--- src/rtl/rx_scr_sync_ctrl.sv ---
// rx_scr_sync_ctrl: hunts for periodic sync words, locks onto them and gates the descrambler
module rx_scr_sync_ctrl #(
  parameter logic [31:0] P_SYNC_WORD   = 32'hBCBC_BCBC,
  parameter logic [3:0]  P_SYNC_CHAR   = 4'b1111,
  parameter int          P_SYNC_PERIOD = 1024,
  parameter int          P_LOCK_CNT    = 3,
  parameter int          P_UNLOCK_CNT  = 4
) (
  input  logic        i_clk,
  input  logic        i_rst,
  input  logic        i_link_up,
  input  logic        i_rx_valid,
  input  logic [31:0] i_rx_data,
  input  logic [3:0]  i_rx_char,
  output logic [31:0] o_data,
  output logic [3:0]  o_char,
  output logic        o_scr_en,
  output logic        o_valid,
  output logic        o_locked,
  output logic        o_lock_lost,
  output logic [15:0] o_err_cnt,
  output logic [1:0]  o_state
);
  localparam logic [1:0]  HUNT     = 2'd0;
  localparam logic [1:0]  CHECK    = 2'd1;
  localparam logic [1:0]  LOCKED   = 2'd2;
  localparam logic [15:0] LAST     = 16'(P_SYNC_PERIOD - 1);
  localparam logic [3:0]  LOCK_N   = 4'(P_LOCK_CNT);
  localparam logic [3:0]  UNLOCK_N = 4'(P_UNLOCK_CNT);
  logic [1:0]  state_q, state_d;
  logic [15:0] word_cnt_q, word_cnt_d, err_cnt_q, err_cnt_d;
  logic [3:0]  good_cnt_q, good_cnt_d, bad_cnt_q, bad_cnt_d;
  logic        scr_en_d, lock_lost_d;
  logic        is_sync, expected, fault;
  assign is_sync  = i_rx_data == P_SYNC_WORD && i_rx_char == P_SYNC_CHAR;
  assign expected = word_cnt_q == LAST;
  // a sync off its slot or a missing sync in its slot are both faults
  assign fault    = is_sync ^ expected;
  assign o_state   = state_q;
  assign o_err_cnt = err_cnt_q;
  // next-state: link loss beats stream break beats sync evaluation
  always_comb begin
    state_d     = state_q;
    word_cnt_d  = word_cnt_q;
    good_cnt_d  = good_cnt_q;
    bad_cnt_d   = bad_cnt_q;
    err_cnt_d   = err_cnt_q;
    scr_en_d    = 1'b0;
    lock_lost_d = 1'b0;
    if (!i_link_up) begin
      state_d     = HUNT;
      word_cnt_d  = '0;
      good_cnt_d  = '0;
      bad_cnt_d   = '0;
      lock_lost_d = state_q == LOCKED;
    end else if (!i_rx_valid) begin
      lock_lost_d = state_q == LOCKED;
      if (state_q != HUNT) begin
        state_d    = HUNT;
        word_cnt_d = '0;
        good_cnt_d = '0;
        bad_cnt_d  = '0;
      end
    end else begin
      word_cnt_d = (is_sync || expected) ? '0 : word_cnt_q + 16'd1;
      scr_en_d   = state_q != HUNT && !is_sync;
      case (state_q)
        HUNT: if (is_sync) begin
          state_d    = CHECK;
          good_cnt_d = 4'd1;
        end
        CHECK: if (fault) begin
          state_d    = HUNT;
          good_cnt_d = '0;
        end else if (is_sync) begin
          good_cnt_d = good_cnt_q + 4'd1;
          if (good_cnt_q + 4'd1 == LOCK_N) begin
            state_d   = LOCKED;
            bad_cnt_d = '0;
          end
        end
        LOCKED: if (fault) begin
          bad_cnt_d = bad_cnt_q + 4'd1;
          err_cnt_d = &err_cnt_q ? err_cnt_q : err_cnt_q + 16'd1;
          if (bad_cnt_q + 4'd1 == UNLOCK_N) begin
            state_d     = HUNT;
            good_cnt_d  = '0;
            bad_cnt_d   = '0;
            lock_lost_d = 1'b1;
          end
        end else if (is_sync) begin
          bad_cnt_d = '0;
        end
        default: state_d = HUNT;
      endcase
    end
  end
  // state, counters and the one-cycle delayed datapath toward the descrambler
  always_ff @(posedge i_clk) begin
    if (i_rst) begin
      state_q     <= HUNT;
      word_cnt_q  <= '0;
      good_cnt_q  <= '0;
      bad_cnt_q   <= '0;
      err_cnt_q   <= '0;
      o_data      <= '0;
      o_char      <= '0;
      o_valid     <= 1'b0;
      o_scr_en    <= 1'b0;
      o_locked    <= 1'b0;
      o_lock_lost <= 1'b0;
    end else begin
      state_q     <= state_d;
      word_cnt_q  <= word_cnt_d;
      good_cnt_q  <= good_cnt_d;
      bad_cnt_q   <= bad_cnt_d;
      err_cnt_q   <= err_cnt_d;
      o_data      <= i_rx_data;
      o_char      <= i_rx_char;
      o_valid     <= i_rx_valid;
      o_scr_en    <= scr_en_d;
      o_locked    <= state_d == LOCKED;
      o_lock_lost <= lock_lost_d;
    end
  end
endmodule

--- config.mk ---
export PLATFORM = sky130hd
export DESIGN_NAME = rx_scr_sync_ctrl
export DESIGN_NICKNAME = d
export VERILOG_FILES = /design/src/rtl/rx_scr_sync_ctrl.sv
export SDC_FILE = /design/constraint.sdc
export NUM_CORES = 1
export LEC_CHECK = 0
export CAP_MARGIN = 20
export CORE_MARGIN = 1.5
export CORE_UTILIZATION = 30
export DETAILED_ROUTE_END_ITERATION = 12
export DONT_BUFFER_PORTS = 1
export PLACE_DENSITY = 0.52
export SLEW_MARGIN = 40
export SYNTH_ARGS = -nofsm -noshare
export SYNTH_HDL_FRONTEND = slang
export SYNTH_SLANG_ARGS = --single-unit
--- constraint.sdc ---
create_clock -name i_clk -period 4.1 [get_ports i_clk]
set_clock_uncertainty 0.1 [all_clocks]
set_input_delay 0.82 -clock i_clk [delete_from_list [all_inputs] [get_ports i_clk]]
set_output_delay 0.82 -clock i_clk [all_outputs]
set_load 0.005 [all_outputs]
==> results.toml, run 1 <==
[clock_network]
clock_sinks = 82
path_clk_slew_ns = 0.06
ctsResizeCount = 0
ctsHoldBuffers = 0
cts-root-buf = "clkbuf_16"
htree_levels = 3
clk_latency_ns = 0.35
clock_path_buffers = 2
post_cts_buffers = 0
cts_buffers = 9
cts_tree = "done"

[critical_path]
crit_start = "i_rx_data[22]"
critPathKind = "input port to flip-flop"
crit_required_ns = 4.24
end_kind = "flip-flop"
critPathMaxFanout = 10
r2r_start = "word_cnt_q[0]"
cp.arrival_ns = 3.46
ff2ff_setup_slack_ns = 0.85
start_kind = "input port"

[grt]
antenna_found_initial = 0
grt-ovfl-total = 0
grt_pass1_wl_mm = 13.9
grt_max_degree = 58
grtUsageTotal_pct = 13.7
first_global_vias = 2776

[yosys]
synth-xor-area-share_pct = 2.62
syn-cell-area_um2 = 3670
synthSimpleGateAreaFrac_pct = 29.1
synth_top_flop_cell = "dfxtp_1"
synth_cell_types = 52
synth_fp_nets = 467
syn_avg_cell_area_um2 = 8.83
syn_inst = 416
synthMuxAreaShare_pct = 1.67
synth_edf_count = 0
ys_seq_elements = 82
ys_seq_area_share_pct = 44.7
synth_compound_area_share_pct = 15.3
synth_warnings = 0
synthArstFlopShare_pct = 0
synth_top_family_by_area = "simple AND/OR/NAND/NOR gates"
yosys.area_share.adder_pct = 3.75

[worst_hold_path]
worst_hold_startpoint = "word_cnt_q[15]"
hold_path.class = "flip-flop to flip-flop"

[sta]
rsz0062_at_grt = "no"
fin_crit_sh_pct = 81.2
tightestPinTransition_ns = 0.686
max_freq_mhz = 300
drv_slew = 0
final_hold_viol_count = 0
slew-limit-headroom_pct = 54.2
setup-violations-final = 0
fin_tns_setup_ns = 0
post-route-min-period_ns = 3.33
hold_ws_ns = 0.357

[placement]
dp_hpwl_mm = 6.14
place.gp.congestion = 0.825
io_buffers = 0

[routing]
drt_iter0_markers = 173
wl_met3_um = 602
num_vias = 3023
drt-pass1-iter-count = 4
wirelength_mm = 8.56
drc = 0
vias_per_cell = 5.35
postRouteAntennaNets = 0
wl_met2_mm = 3.78
highest_layer = "met4"
wl_met1_mm = 3.98
wire_per_inst_um = 15.1

[cells_and_area]
fillers = 1211
layout_common_cells = "82 x dfxtp_1, 43 x nor2b_1, 33 x nor2_1, 28 x nand2_1, 23 x a21oi_1"
drive_gt1_share_pct = 5.74
final_common_cell = "dfxtp_1"
diodes = 0
syn_to_final_growth_pct = 11.9
nets = 464

[power]
intPower_mw = 1.27
total_power_mw = 1.64
clockPowerShare_pct = 46.8
p_sw_mw = 0.374
vdd_drop_max_v = 0.000184
power_frac_seq_pct = 50.4
pwr-share-comb_pct = 2.8
p_per_area_nw_per_um2 = 400
swShare_pct = 22.7
leakage_nw = 1.38

[die]
die_h_um = 114
chipWidth_um = 114
coreArea_um2 = 12000
initial_utilization_pct = 30.7
rows = 40
pin_count = 98
dieArea_um2 = 12900

[run_status]
outcome = "finished clean"

[flow_run]
cap_violations = 0
layout make-up:
class | count | area [um^2] | area share, %
clock inverters | 6 | 47.5 | 1.16
flip-flops and latches | 82 | 1640 | 40.0
inverters | 10 | 37.5 | 0.914
clock buffers | 10 | 239 | 5.82
repair buffers | 4 | 30.0 | 0.731
multi-input cells | 306 | 1930 | 46.9
well taps | 147 | 184 | 4.48
state kept, by name, summed over array words and instances (netlist names):
name         flops
o_state          2
o_lock_lost      1
o_err_cnt       16
good_cnt_q       4
o_data          32
word_cnt_q      16
o_scr_en         1
o_locked         1
o_valid          1
bad_cnt_q        4
o_char           4
critical path: stages:
cell and delay (ns):
or4b_1 0.53, nor3_1 0.24, nand3_1 0.16, ha_1 0.46
nor2b_1 0.16, o21ai_0 0.17, a31oi_1 0.09, or4_1 0.55
a32o_1 0.27
cells by family (layout without fill, tap and decap cells):
logic type,count (synthesis),after routing
adder cells (fa/ha/maj),11,11
buffers and inverters,28,30
AND/OR/NAND/NOR,192,192
flip-flops,82,82
multiplexers,6,6
AO/OA/AOI/OAI,86,86
XOR/XNOR,11,11
worst paths after layout:
check                   end  depth (start not counted)
max           good_cnt_q[3]                          9
min          word_cnt_q[15]                          1
max reg2reg   good_cnt_q[3]                         12
min reg2reg  word_cnt_q[15]                          1
cells in the mapped netlist (8+ instances only):
library cell,number,share of area [%]
dfxtp_1,82,45
nor2b_1,43,7.3
nor2_1,33,3.4
nand2_1,28,2.9
a21oi_1,23,3.1
o21ai_0,22,3.0
nand3_1,19,2.6
clkbuf_1,15,1.5
ha_1,11,3.7
or3_1,11,1.9
inv_1,10,1.0
nand4_1,9,1.5
xnor2_1,9,2.1
and3_1,8,1.4
nor4_1,8,1.4
metal layers:
metal	GRT usage (%)	vias up
li1	-	1512
met1	17.2	1395
met4	6.92	0
met2	21.1	99
met5	0	-
met3	4.57	17
per-stage QoR:
stage / instance area [um^2] / setup WS, ns / instances / utilization [%]
CTS: 4110 / 0.770 / 565 / 34.3
global placement: 3820 / 0.496 / 549 / 31.9
detailed placement: 3820 / 0.403 / 549 / 31.9
floorplan: 3670 / 0.400 / 416 / -
finish: 4110 / 0.771 / 565 / 34.3
global route: 4110 / 0.539 / 565 / 34.3
power groups by stage:
stage	Clock (mW)	Combinational [mW]	Sequential, mW
floorplan	0	0.0451	0.843
global placement	0	0.0453	0.846
detailed placement	0	0.0462	0.846
CTS	0.799	0.0463	0.828
global route	0.837	0.0521	0.829
finish	0.770	0.0461	0.828
Note: power is estimated with default switching activity, not from simulation.
==> run 2: changes to the inputs <==
- PLACE_DENSITY: 0.52 -> 0.53
- clock period: 4.1 -> 2.9 ns (I/O delays scaled with it)
==> results.toml, run 2 (synthesized netlist as in run 1, its figures left out) <==
[grt]
grtUsageTotal_pct = 13.8
grt_pass1_wl_mm = 14.1
first_global_vias = 2864
antenna_found_initial = 0
grt-ovfl-total = 0
grt_max_degree = 58

[critical_path]
r2r_start = "word_cnt_q[0]"
start_kind = "flip-flop"
crit_start = "word_cnt_q[0]"
critPathMaxFanout = 6
critPathKind = "flip-flop to flip-flop"
crit_slowest_cell = "or4_1"
crit_family = "simple AND/OR/NAND/NOR gates"
crit_required_ns = 3.04
end_kind = "flip-flop"
cp.arrival_ns = 2.85
path_buf_inv = 0
ff2ff_setup_slack_ns = 0.19
cpMostUsedCell = "nor2_2"
crit_chain = "ha_2 -> nand3_1 -> nor2_2 -> nand2_1 -> nor2_2 -> nand4_1 -> ha_4 -> nor2b_4 -> o21ai_1 -> a31oi_1 -> or4_1 -> a32o_1"
cp_slowest_stage_delay_ns = 0.50

[cells_and_area]
final_cells = 593
diodes = 0
syn_to_final_growth_pct = 20.4
nets = 492
final_common_cell = "dfxtp_1"
largest_register_ffs = 32
drive_gt1_share_pct = 14.6
layout_common_cells = "81 x dfxtp_1, 42 x nor2b_1, 31 x buf_4, 30 x nor2_1, 28 x nand2_1"
regMostFlops = "o_data"

[sta]
rsz0062_at_grt = "no"
setup-violations-final = 0
tightestPinTransition_ns = 0.576
final_hold_viol_count = 0
fin_crit_sh_pct = 93.5
slew-limit-headroom_pct = 61.2
max_freq_mhz = 369
drv_slew = 0
hold_ws_ns = 0.209
post-route-min-period_ns = 2.71
fin_ws_ns = 0.189

[die]
rows = 40
pin_count = 98
initial_utilization_pct = 30.7
dieArea_um2 = 12900
coreArea_um2 = 12000
chipWidth_um = 114
die_h_um = 114

[power]
power_frac_seq_pct = 47.4
p_per_area_nw_per_um2 = 559
p_sw_mw = 0.520
pwr-share-comb_pct = 3.0
vdd_drop_max_v = 0.000227
swShare_pct = 21.1
leakage_nw = 1.55
clockPowerShare_pct = 49.6
intPower_mw = 1.95
total_power_mw = 2.47

[clock_network]
clock_path_buffers = 2
cts_buffers = 9
htree_levels = 3
cts-root-buf = "clkbuf_16"
cts_tree = "done"
ctsHoldBuffers = 0
clk_latency_ns = 0.34
clock_sinks = 82
path_clk_slew_ns = 0.06

[placement]
io_buffers = 0
dp.cells = 576
place_ws_ns = -0.304
place.gp.congestion = 0.806
dp_hpwl_mm = 6.38

[routing]
drt-pass1-iter-count = 4
postRouteAntennaNets = 0
num_vias = 3097
drt_iter0_markers = 178
wirelength_mm = 8.87
wire_per_inst_um = 15.0
vias_per_cell = 5.22
drc = 0

[run_status]
outcome = "finished clean"

[flow_run]
cap_violations = 0

[worst_hold_path]
hold_path.class = "input port to flip-flop"
worst_hold_startpoint = "i_rst"
run 2: cell types whose count changed in the layout (fill, tap and decap cells not counted), moves of 3 or more:
cell	before	now
buf_4	4	31
nor2_1	33	30
a2111oi_0	3	0
nor2_2	0	3
run 2: power by group through the flow:
stage	registers (mW)	logic [mW]	clock network (mW)
finish	1.17	0.0746	1.22
global route	1.17	0.0825	1.30
CTS	1.17	0.0748	1.26
detailed placement	1.20	0.0745	0
global placement	1.20	0.0735	0
floorplan	1.19	0.0652	0
run 2: layout make-up:
class	instances	area, um^2
clock buffers	10	229
clock inverters	6	90.1
fillers	1201	7540
inverters	10	37.5
multi-input cells	306	2000
flip-flops and latches	82	1640
well taps	147	184
repair buffers	32	238
run 2: path summary, 6_finish.rpt:
| path | end | cells past startpoint |
|---|---|---|
| setup / recovery | good_cnt_q[3] | 12 |
| hold / removal | o_err_cnt[8] | 1 |
| hold reg to reg | word_cnt_q[15] | 1 |
| setup reg to reg | good_cnt_q[3] | 12 |
run 2: worst register-to-register path: cells and delay by family (launching register included):
family / cells / cell delay, ns
adder cells (fa/ha/maj): 2 / 0.55
AO/OA/AOI/OAI: 3 / 0.44
AND/OR/NAND/NOR: 7 / 1.19
flip-flops: 1 / 0.33
run 2: repair_timing:
action,CTS,global route
setup endpoints to repair,11,21
pin swaps,0,3
resized for setup,2,6
buffers inserted,0,1
hold endpoints to repair,0,0
run 2: metal layers:
metal	up-vias	global-route usage (%)	share of wire, %
met1	1446	17.5	46
met2	85	21.2	46
met5	-	0	0
met4	0	4.25	1.3
li1	1558	-	-
met3	8	5.84	6.8
run 2: per-stage QoR:
stage	TNS [ns]	utilization (%)	instance area, um^2
final	0	37.0	4420
after global routing	0	37.0	4420
after CTS	0	36.8	4400
after detailed placement	-5.06	34.0	4070
after global placement	-3.82	34.0	4060
after floorplan	-0.674	-	3720
==> run 3: changes to the inputs <==
- GPL_ROUTABILITY_DRIVEN: default -> 0
- REMOVE_ABC_BUFFERS: default -> 1
==> results.toml, run 3 (synthesized netlist as in run 1, its figures left out) <==
[run_status]
outcome = "finished clean"

[grt]
grt_max_degree = 58
antenna_found_initial = 0
grt-ovfl-total = 0
grtUsageTotal_pct = 13.9
grt_pass1_wl_mm = 14.5
first_global_vias = 2940

[placement]
dp_hpwl_mm = 6.42
placed_cell_area_um2 = 4040
io_buffers = 0
place_ws_ns = -0.347

[sta]
tightestPinTransition_ns = 0.631
fin_crit_sh_pct = 97.0
fin_tns_setup_ns = 0
final_hold_viol_count = 0
drv_slew = 0
rsz0062_at_grt = "no"
setup-violations-final = 0
post-route-min-period_ns = 2.81
slew-limit-headroom_pct = 57.5
max_freq_mhz = 356
fin_ws_ns = 0.0883

[routing]
drt-pass1-iter-count = 4
postRouteAntennaNets = 0
vias_per_cell = 5.24
num_vias = 3106
wirelength_mm = 8.78
wire_per_inst_um = 14.8
drt_iter0_markers = 98
drc = 0

[power]
clockPowerShare_pct = 49.8
p_sw_mw = 0.508
leakage_nw = 1.55
swShare_pct = 20.4
pwr-share-comb_pct = 3.1
total_power_mw = 2.48
vdd_drop_max_v = 0.000280
intPower_mw = 1.98
p_per_area_nw_per_um2 = 560
power_frac_seq_pct = 47.2

[clock_network]
cts-root-buf = "clkbuf_16"
path_clk_slew_ns = 0.06
clk_latency_ns = 0.34
clock_path_buffers = 2
htree_levels = 3
cts_buffers = 9
clock_sinks = 82
cts_tree = "done"

[critical_path]
critPathKind = "input port to flip-flop"
cp.arrival_ns = 2.93
crit_required_ns = 3.02
end_kind = "flip-flop"
start_kind = "input port"
critPathMaxFanout = 6

[worst_hold_path]
hold_path.class = "input port to flip-flop"

[cells_and_area]
final_common_cell = "dfxtp_1"
largest_register_ffs = 32
fin_util_pct = 37.1
layout_common_cells = "82 x dfxtp_1, 42 x nor2b_1, 31 x nor2_1, 31 x buf_4, 27 x nand2_1"
nets = 492
syn_to_final_growth_pct = 20.9
regMostFlops = "o_data"
stdcell_area_um2 = 4440
drive_gt1_share_pct = 13.9
diodes = 0

[die]
die_h_um = 114
initial_utilization_pct = 30.7
rows = 40
chipWidth_um = 114
dieArea_um2 = 12900
coreArea_um2 = 12000
pin_count = 98

[flow_run]
cap_violations = 0
==> run 3: layout make-up <==
cell class              count  area [um^2]
clock buffers              11          243
clock inverters             5         86.3
fillers                  1188         7520
inverters                  10         37.5
multi-input cells         306         1990
flip-flops and latches     82         1640
well taps                 147          184
repair buffers             32          253
==> run 3: metrics by stage <==
step	hold WS, ns	cells
final	0.206	593
after global routing	0.190	593
after CTS	0.193	593
after detailed placement	0.337	577
after global placement	0.336	577
after floorplan	0.322	398
==> run 3: power groups by stage <==
stage	clock, mW	sequential [mW]	combinational, mW
6_report	1.24	1.17	0.0762
5_1_grt	1.33	1.17	0.0844
4_1_cts	1.27	1.17	0.0766
3_5_place_dp	0	1.20	0.0763
3_3_place_gp	0	1.20	0.0745
2_1_floorplan	0	1.19	0.0498
==> run 3: worst paths after layout <==
kind,start,endpoint,slack (ns),cells after the start
max,i_rx_data[22],good_cnt_q[3],0.09,10
max reg2reg,word_cnt_q[1],good_cnt_q[3],0.11,12
min reg2reg,word_cnt_q[15],word_cnt_q[15],0.35,1
min,i_rst,o_err_cnt[7],0.21,1
==> run 3: timing repair <==
action	in CTS	in global routing
resized for setup	1	16
hold buffers	0	0
pin swaps	0	4
setup endpoints to repair	1	19
setup buffers	0	0
==> run 3: layer usage <==
layer	track usage [%]	wire [um]
met1	17.4	4010
met2	22.3	4230
met3	4.89	443
met4	4.92	98
met5	0	0
==> run 3: worst max-delay path, stage by stage <==
cell	delay [ns]
or4b_1	0.53
nor3_1	0.16
buf_4	0.15
nand3_1	0.13
ha_4	0.33
nor2b_2	0.06
o21ai_1	0.13
a31oi_1	0.07
or4_1	0.53
a32o_1	0.27
